<file path="src/rtl/rs_ctrl_pkg.sv">
// Shared types and helpers for the RS flip-flop bank controller.
// Optional feature macro used by rs_ff_ctrl: RS_FF_CTRL_VERIFY_EN (Q read-back check).
package rs_ctrl_pkg;

  typedef enum logic [1:0] {
    ST_IDLE   = 2'd0,
    ST_PULSE  = 2'd1,
    ST_SETTLE = 2'd2,
    ST_VERIFY = 2'd3
  } state_t;

  localparam logic OP_SET = 1'b1;
  localparam logic OP_CLR = 1'b0;

  // Ceiling log2, never below 1 so derived widths stay legal.
  function automatic int clog2(input int v);
    int r;
    r = 1;
    while ((1 << r) < v) r++;
    return r;
  endfunction

endpackage

</file>
<file path="src/rtl/rr_arbiter.sv">
// Combinational round-robin picker: first asserted req at or after rr wins.
module rr_arbiter #(
  parameter int NREQ = 4,
  parameter int RRW  = 2
) (
  input  logic [NREQ-1:0] req,
  input  logic [RRW-1:0]  rr,
  output logic [NREQ-1:0] grant,
  output logic [RRW-1:0]  winner
);

  int   j;
  logic found;

  // Scan NREQ positions starting at rr, wrapping, and take the first hit.
  always_comb begin
    grant  = '0;
    winner = '0;
    found  = 1'b0;
    j      = 0;
    for (int i = 0; i < NREQ; i++) begin
      j = (int'(rr) + i) % NREQ;
      if (!found && req[j[RRW-1:0]]) begin
        found               = 1'b1;
        grant[j[RRW-1:0]]   = 1'b1;
        winner              = j[RRW-1:0];
      end
    end
  end

endmodule

</file>
<file path="src/rtl/rs_ff_ctrl.sv">
// Round-robin controller that drives single S/R pulses into an RS flip-flop bank.
// Build option: define RS_FF_CTRL_VERIFY_EN to add a settle cycle and a Q read-back check.
module rs_ff_ctrl
  import rs_ctrl_pkg::*;
#(
  parameter int NREQ  = 4,
  parameter int NFF   = 8,
  parameter int PULSE = 1,
  parameter int IDXW  = clog2(NFF)
) (
  input  logic                 clk,
  input  logic                 rst_n,
  input  logic [NREQ-1:0]      req,
  input  logic [NREQ-1:0]      op,
  input  logic [NREQ*IDXW-1:0] idx,
  output logic [NREQ-1:0]      ack,
  output logic                 err,
  output logic                 busy,
  output logic [NFF-1:0]       S,
  output logic [NFF-1:0]       R,
  input  logic [NFF-1:0]       Q
);

  localparam int RRW = clog2(NREQ);
  localparam int CW  = 2;

`ifdef RS_FF_CTRL_VERIFY_EN
  localparam state_t POST_PULSE = ST_SETTLE;
`else
  localparam state_t POST_PULSE = ST_VERIFY;
`endif

  state_t          state, nstate;
  logic [RRW-1:0]  rr, win, win_c;
  logic [NREQ-1:0] grant_c;
  logic            op_q, oor_q, op_sel, oor_in;
  logic [IDXW-1:0] idx_q, idx_sel;
  logic [CW-1:0]   cnt;
  logic            mismatch;

  rr_arbiter #(.NREQ(NREQ), .RRW(RRW)) u_arb (
    .req    (req),
    .rr     (rr),
    .grant  (grant_c),
    .winner (win_c)
  );

  // The winner's request fields, and whether its index lands outside the bank.
  assign op_sel  = op[win_c];
  assign idx_sel = IDXW'(idx >> (int'(win_c) * IDXW));
  assign oor_in  = (int'(idx_sel) >= NFF);

  // State register.
  always_ff @(posedge clk) begin
    if (!rst_n) state <= ST_IDLE;
    else        state <= nstate;
  end

  // Next-state logic; out-of-range requests skip straight to VERIFY.
  always_comb begin
    nstate = state;
    unique case (state)
      ST_IDLE:   if (|req) nstate = oor_in ? ST_VERIFY : ST_PULSE;
      ST_PULSE:  if (cnt == '0) nstate = POST_PULSE;
`ifdef RS_FF_CTRL_VERIFY_EN
      ST_SETTLE: nstate = ST_VERIFY;
`endif
      ST_VERIFY: nstate = ST_IDLE;
      default:   nstate = ST_IDLE;
    endcase
  end

  // Grant capture, rr advance, pulse counter and the registered S/R lines.
  always_ff @(posedge clk) begin
    if (!rst_n) begin
      rr    <= '0;
      win   <= '0;
      op_q  <= 1'b0;
      idx_q <= '0;
      oor_q <= 1'b0;
      cnt   <= '0;
      S     <= '0;
      R     <= '0;
    end else begin
      unique case (state)
        ST_IDLE: if (|req) begin
          win   <= win_c;
          op_q  <= op_sel;
          idx_q <= idx_sel;
          oor_q <= oor_in;
          rr    <= (win_c == RRW'(NREQ - 1)) ? '0 : win_c + RRW'(1);
          cnt   <= CW'(PULSE - 1);
          // Only one of S/R is ever loaded, and only one bit of it.
          if (!oor_in) begin
            if (op_sel == OP_SET) S <= NFF'(1) << idx_sel;
            else                  R <= NFF'(1) << idx_sel;
          end
        end
        ST_PULSE: begin
          if (cnt == '0) begin
            S <= '0;
            R <= '0;
          end else begin
            cnt <= cnt - CW'(1);
          end
        end
        default: ;
      endcase
    end
  end

`ifdef RS_FF_CTRL_VERIFY_EN
  assign mismatch = !oor_q && ((|(Q & (NFF'(1) << idx_q))) != op_q);
`else
  assign mismatch = 1'b0;
  logic unused_q;
  assign unused_q = ^Q;
`endif

  // Outputs decoded from state; ack/err only exist during VERIFY.
  always_comb begin
    ack  = '0;
    err  = 1'b0;
    busy = (state != ST_IDLE);
    if (state == ST_VERIFY) begin
      ack[win] = 1'b1;
      err      = oor_q | mismatch;
    end
  end

endmodule

</file>
<file path="config.mk">
export PLATFORM = sky130hd
export DESIGN_NAME = rs_ff_ctrl
export DESIGN_NICKNAME = d
export VERILOG_FILES = /design/src/rtl/rs_ctrl_pkg.sv /design/src/rtl/rr_arbiter.sv /design/src/rtl/rs_ff_ctrl.sv
export SDC_FILE = /design/constraint.sdc
export NUM_CORES = 1
export LEC_CHECK = 0
export BUFFER_PORTS_ARGS = -buffer_cell sky130_fd_sc_hd__buf_2
export CORE_ASPECT_RATIO = 1.1
export CORE_MARGIN = 8
export CORE_UTILIZATION = 30
export DETAILED_ROUTE_END_ITERATION = 7
export GPL_TIMING_DRIVEN = 0
export PLACE_DENSITY = 0.5
export SYNTH_ARGS = -nofsm -noshare
export SYNTH_HDL_FRONTEND = slang
export SYNTH_SLANG_ARGS = --single-unit
</file>
<file path="constraint.sdc">
create_clock -name clk -period 2.7 [get_ports clk]
set_clock_uncertainty 0.1 [all_clocks]
set_input_delay 0 -clock clk [delete_from_list [all_inputs] [get_ports clk]]
set_output_delay 0 -clock clk [all_outputs]
set_load 0.01 [all_outputs]
</file>
==> impl_metrics.yaml <==
die:
  chipWidth_um: 83.8
  initial_core_util: 0.307
  dieArea_mm2: 0.00759
  rows: 27
  core_area_mm2: 0.00493
  chipHeight_um: 90.6
  ios: 52
layout:
  final_util: 0.382
  area_delta_synth_final_pct: 24.1
  final_common_cell: "buf_2"
  antenna_cells: 0
  fillers: 528
  final_cell_mix: "buf_2, dfxtp_1, nand2_1"
  drive_above_1_share: 0.329
  nNetsFinal: 255
critical_path:
  cp.required_ns: 2.78
  r2r_end: "S[3]"
  crit_fanout: 10
  reg2regPathDepth: 8
  critPathCaptureType: "flop"
  arrival_ns: 2.64
  cp-start-kind: "flop"
  r2r_start: "rr[1]"
  reg2reg_slack_ns: 0.14
  critPathKind: "reg2reg"
global_route:
  grt_pass1_vias: 1493
  grt_max_degree: 14
  grt_use_total: 0.108
  grt_overflow: 0
  antenna_found_initial: 0
  grt_pass1_wl_um: 7040
sta:
  grt_setup_unrepaired: "yes"
  fin_ws_ns: 0.143
  maxSlewHeadroom: 0.599
  final_max_slew_viol_count: 0
  fmax_mhz: 391
  min_period_ns: 2.56
  hold_violations: 0
  tns_ns: 0
  worstMarginPinSlew_ns: 0.598
  fin_crit_sh: 0.947
  setup_viol: 0
clocking:
  clk_path_buf_depth: 2
  clock-root-buffer: "clkbuf_8"
  clock-sinks: 24
  h-tree-depth: 1
  cts_tree: "done"
  clkTransAtPathRegs_ns: 0.09
  cts-buffers-inserted: 3
  clkLatencyLatePin_ns: 0.26
  post-cts-setup-buffers: 0
placement:
  post-place-ws_ns: 0.181
  port_buffers: 42
  hpwl_um: 3270
  place.gp.congestion: 0.746
flow_run:
  drv_cap: 0
detailed_routing:
  wirelength_um: 4250
  drc_errors: 0
  antenna_left: 0
  vias: 1465
  vias_per_cell: 5.23
  drtIter0Drc: 40
  dr.pass1.iters: 4
  wl_per_cell_um: 15.2
worst_hold_path:
  worstHoldPathType: "in2reg"
  worstHoldEndpoint: "S[5]"
  hp-start: "rst_n"
  hold_depth: 4
power:
  ir_worst_vdd_v: 0.000252
  pwr_density_cell_mw_per_mm2: 545
  seqPwrFrac: 0.389
  p_clk_frac: 0.242
  p_switching_mw: 0.369
  swShare: 0.360
  finalPower_mw: 1.03
  p_int_mw: 0.656
  p_leak_nw: 0.749
  p_comb_frac: 0.369
run_status:
  status: "finished, final reports clean"
logic_synthesis:
  synth-seq-area-share: 0.317
  synth_edf_count: 0
  synth_cells: 176
  syn_area_per_cell_um2: 8.62
  synth_ff_type: "dfxtp_1"
  syn_nets: 208
  yosys_warnings: 0
  synthArstFlopShare: 0
  syn-cell-area_mm2: 0.00152
  ys_ff_latch: 24
  synth_cell_types: 46
-- worst max-delay path by stage --
| stage | from | to | slack, ns | depth (start not counted) |
|---|---|---|---|---|
| after floorplan | rr[0] | R[0] | 0.48 | 8 |
| after global placement | rr[1] | S[7] | 0.18 | 8 |
| after detailed placement | rr[1] | S[3] | 0.18 | 8 |
| after CTS | rr[1] | S[3] | 0.15 | 8 |
| after global routing | rr[1] | S[3] | -0.007 | 8 |
| final | rr[1] | S[3] | 0.14 | 8 |
-- state kept, by name, summed over array words and instances (netlist names) --
signal / count
rr: 2
state: 2
R: 8
cnt: 2
win: 2
S: 8
-- critical path: stages, from the launching register on --
cell,delay [ns]
dfxtp_1,0.36
buf_2,0.23
nand2_1,0.10
a211o_2,0.33
nand2_1,0.23
inv_1,0.21
a32oi_1,0.40
nand2b_1,0.22
o31ai_1,0.28
-- cells in the mapped netlist, drive strengths merged, types with 2 or more instances --
library cell   n  area share
a211o          3       0.018
a211oi         3       0.031
a21oi          6       0.020
a221oi         2       0.012
a32oi          2       0.012
and2           4       0.016
buf           10       0.047
clkbuf         3      0.0074
dfxtp         24        0.32
ha             2       0.016
inv            6       0.015
nand2         18       0.045
nand2b         2      0.0082
nand3         12       0.051
nand4b         8       0.046
nor2           4       0.012
nor2b          6       0.025
nor3           4       0.013
nor3b          2      0.0099
nor4           4       0.021
o21ai         12       0.040
o311ai         8       0.046
o31ai         16       0.092
or3            3       0.012
-- per-stage QoR --
step	std cells	hold slack [ns]	area, um^2
floorplan	176	0.137	1520
global placement	276	0.314	1800
detailed placement	276	0.321	1800
CTS	280	0.0533	1850
global route	280	0.0554	1880
finish	280	0.0512	1880
-- routing by layer --
metal  GRT usage  wire (um)  up-vias
met5           0          0        -
met4      0.0303         34        0
met3      0.0262        198        4
met2       0.182       2020       34
met1       0.133       2000      665
li1            -          -      762
-- kinds of logic (layout without fill, tap and decap cells) --
kind of cell / after synthesis / in the layout / synth area share
other: 1 / 1 / 0.00247
AND/OR/NAND/NOR: 74 / 74 / 0.301
flip-flops: 24 / 24 / 0.317
multiplexers: 1 / 1 / 0.00660
buffers and inverters: 19 / 65 / 0.0693
adder cells (fa/ha/maj): 2 / 2 / 0.0165
AO/OA/AOI/OAI: 55 / 55 / 0.287
-- power groups by stage --
stage | registers (mW) | logic (mW) | clock network (mW)
6_report | 0.399 | 0.378 | 0.248
5_1_grt | 0.404 | 0.416 | 0.277
4_1_cts | 0.399 | 0.371 | 0.253
3_5_place_dp | 0.407 | 0.370 | 0
3_3_place_gp | 0.407 | 0.371 | 0
2_1_floorplan | 0.414 | 0.254 | 0
-- cell type report --
class                   instances  area, um^2  area share
flip-flops and latches         24         480       0.255
well taps                      58        72.6      0.0386
repair buffers                 42         210       0.112
inverters                       6        22.5      0.0120
plain buffers                  13        82.6      0.0439
clock buffers                   4        55.1      0.0293
multi-input cells             133         958       0.509
-- timing repair --
action / CTS / global route
setup endpoints to repair: 0 / 5
hold buffers: 0 / 0
resized for setup: 0 / 4
Power figures use the tool's default switching activity.
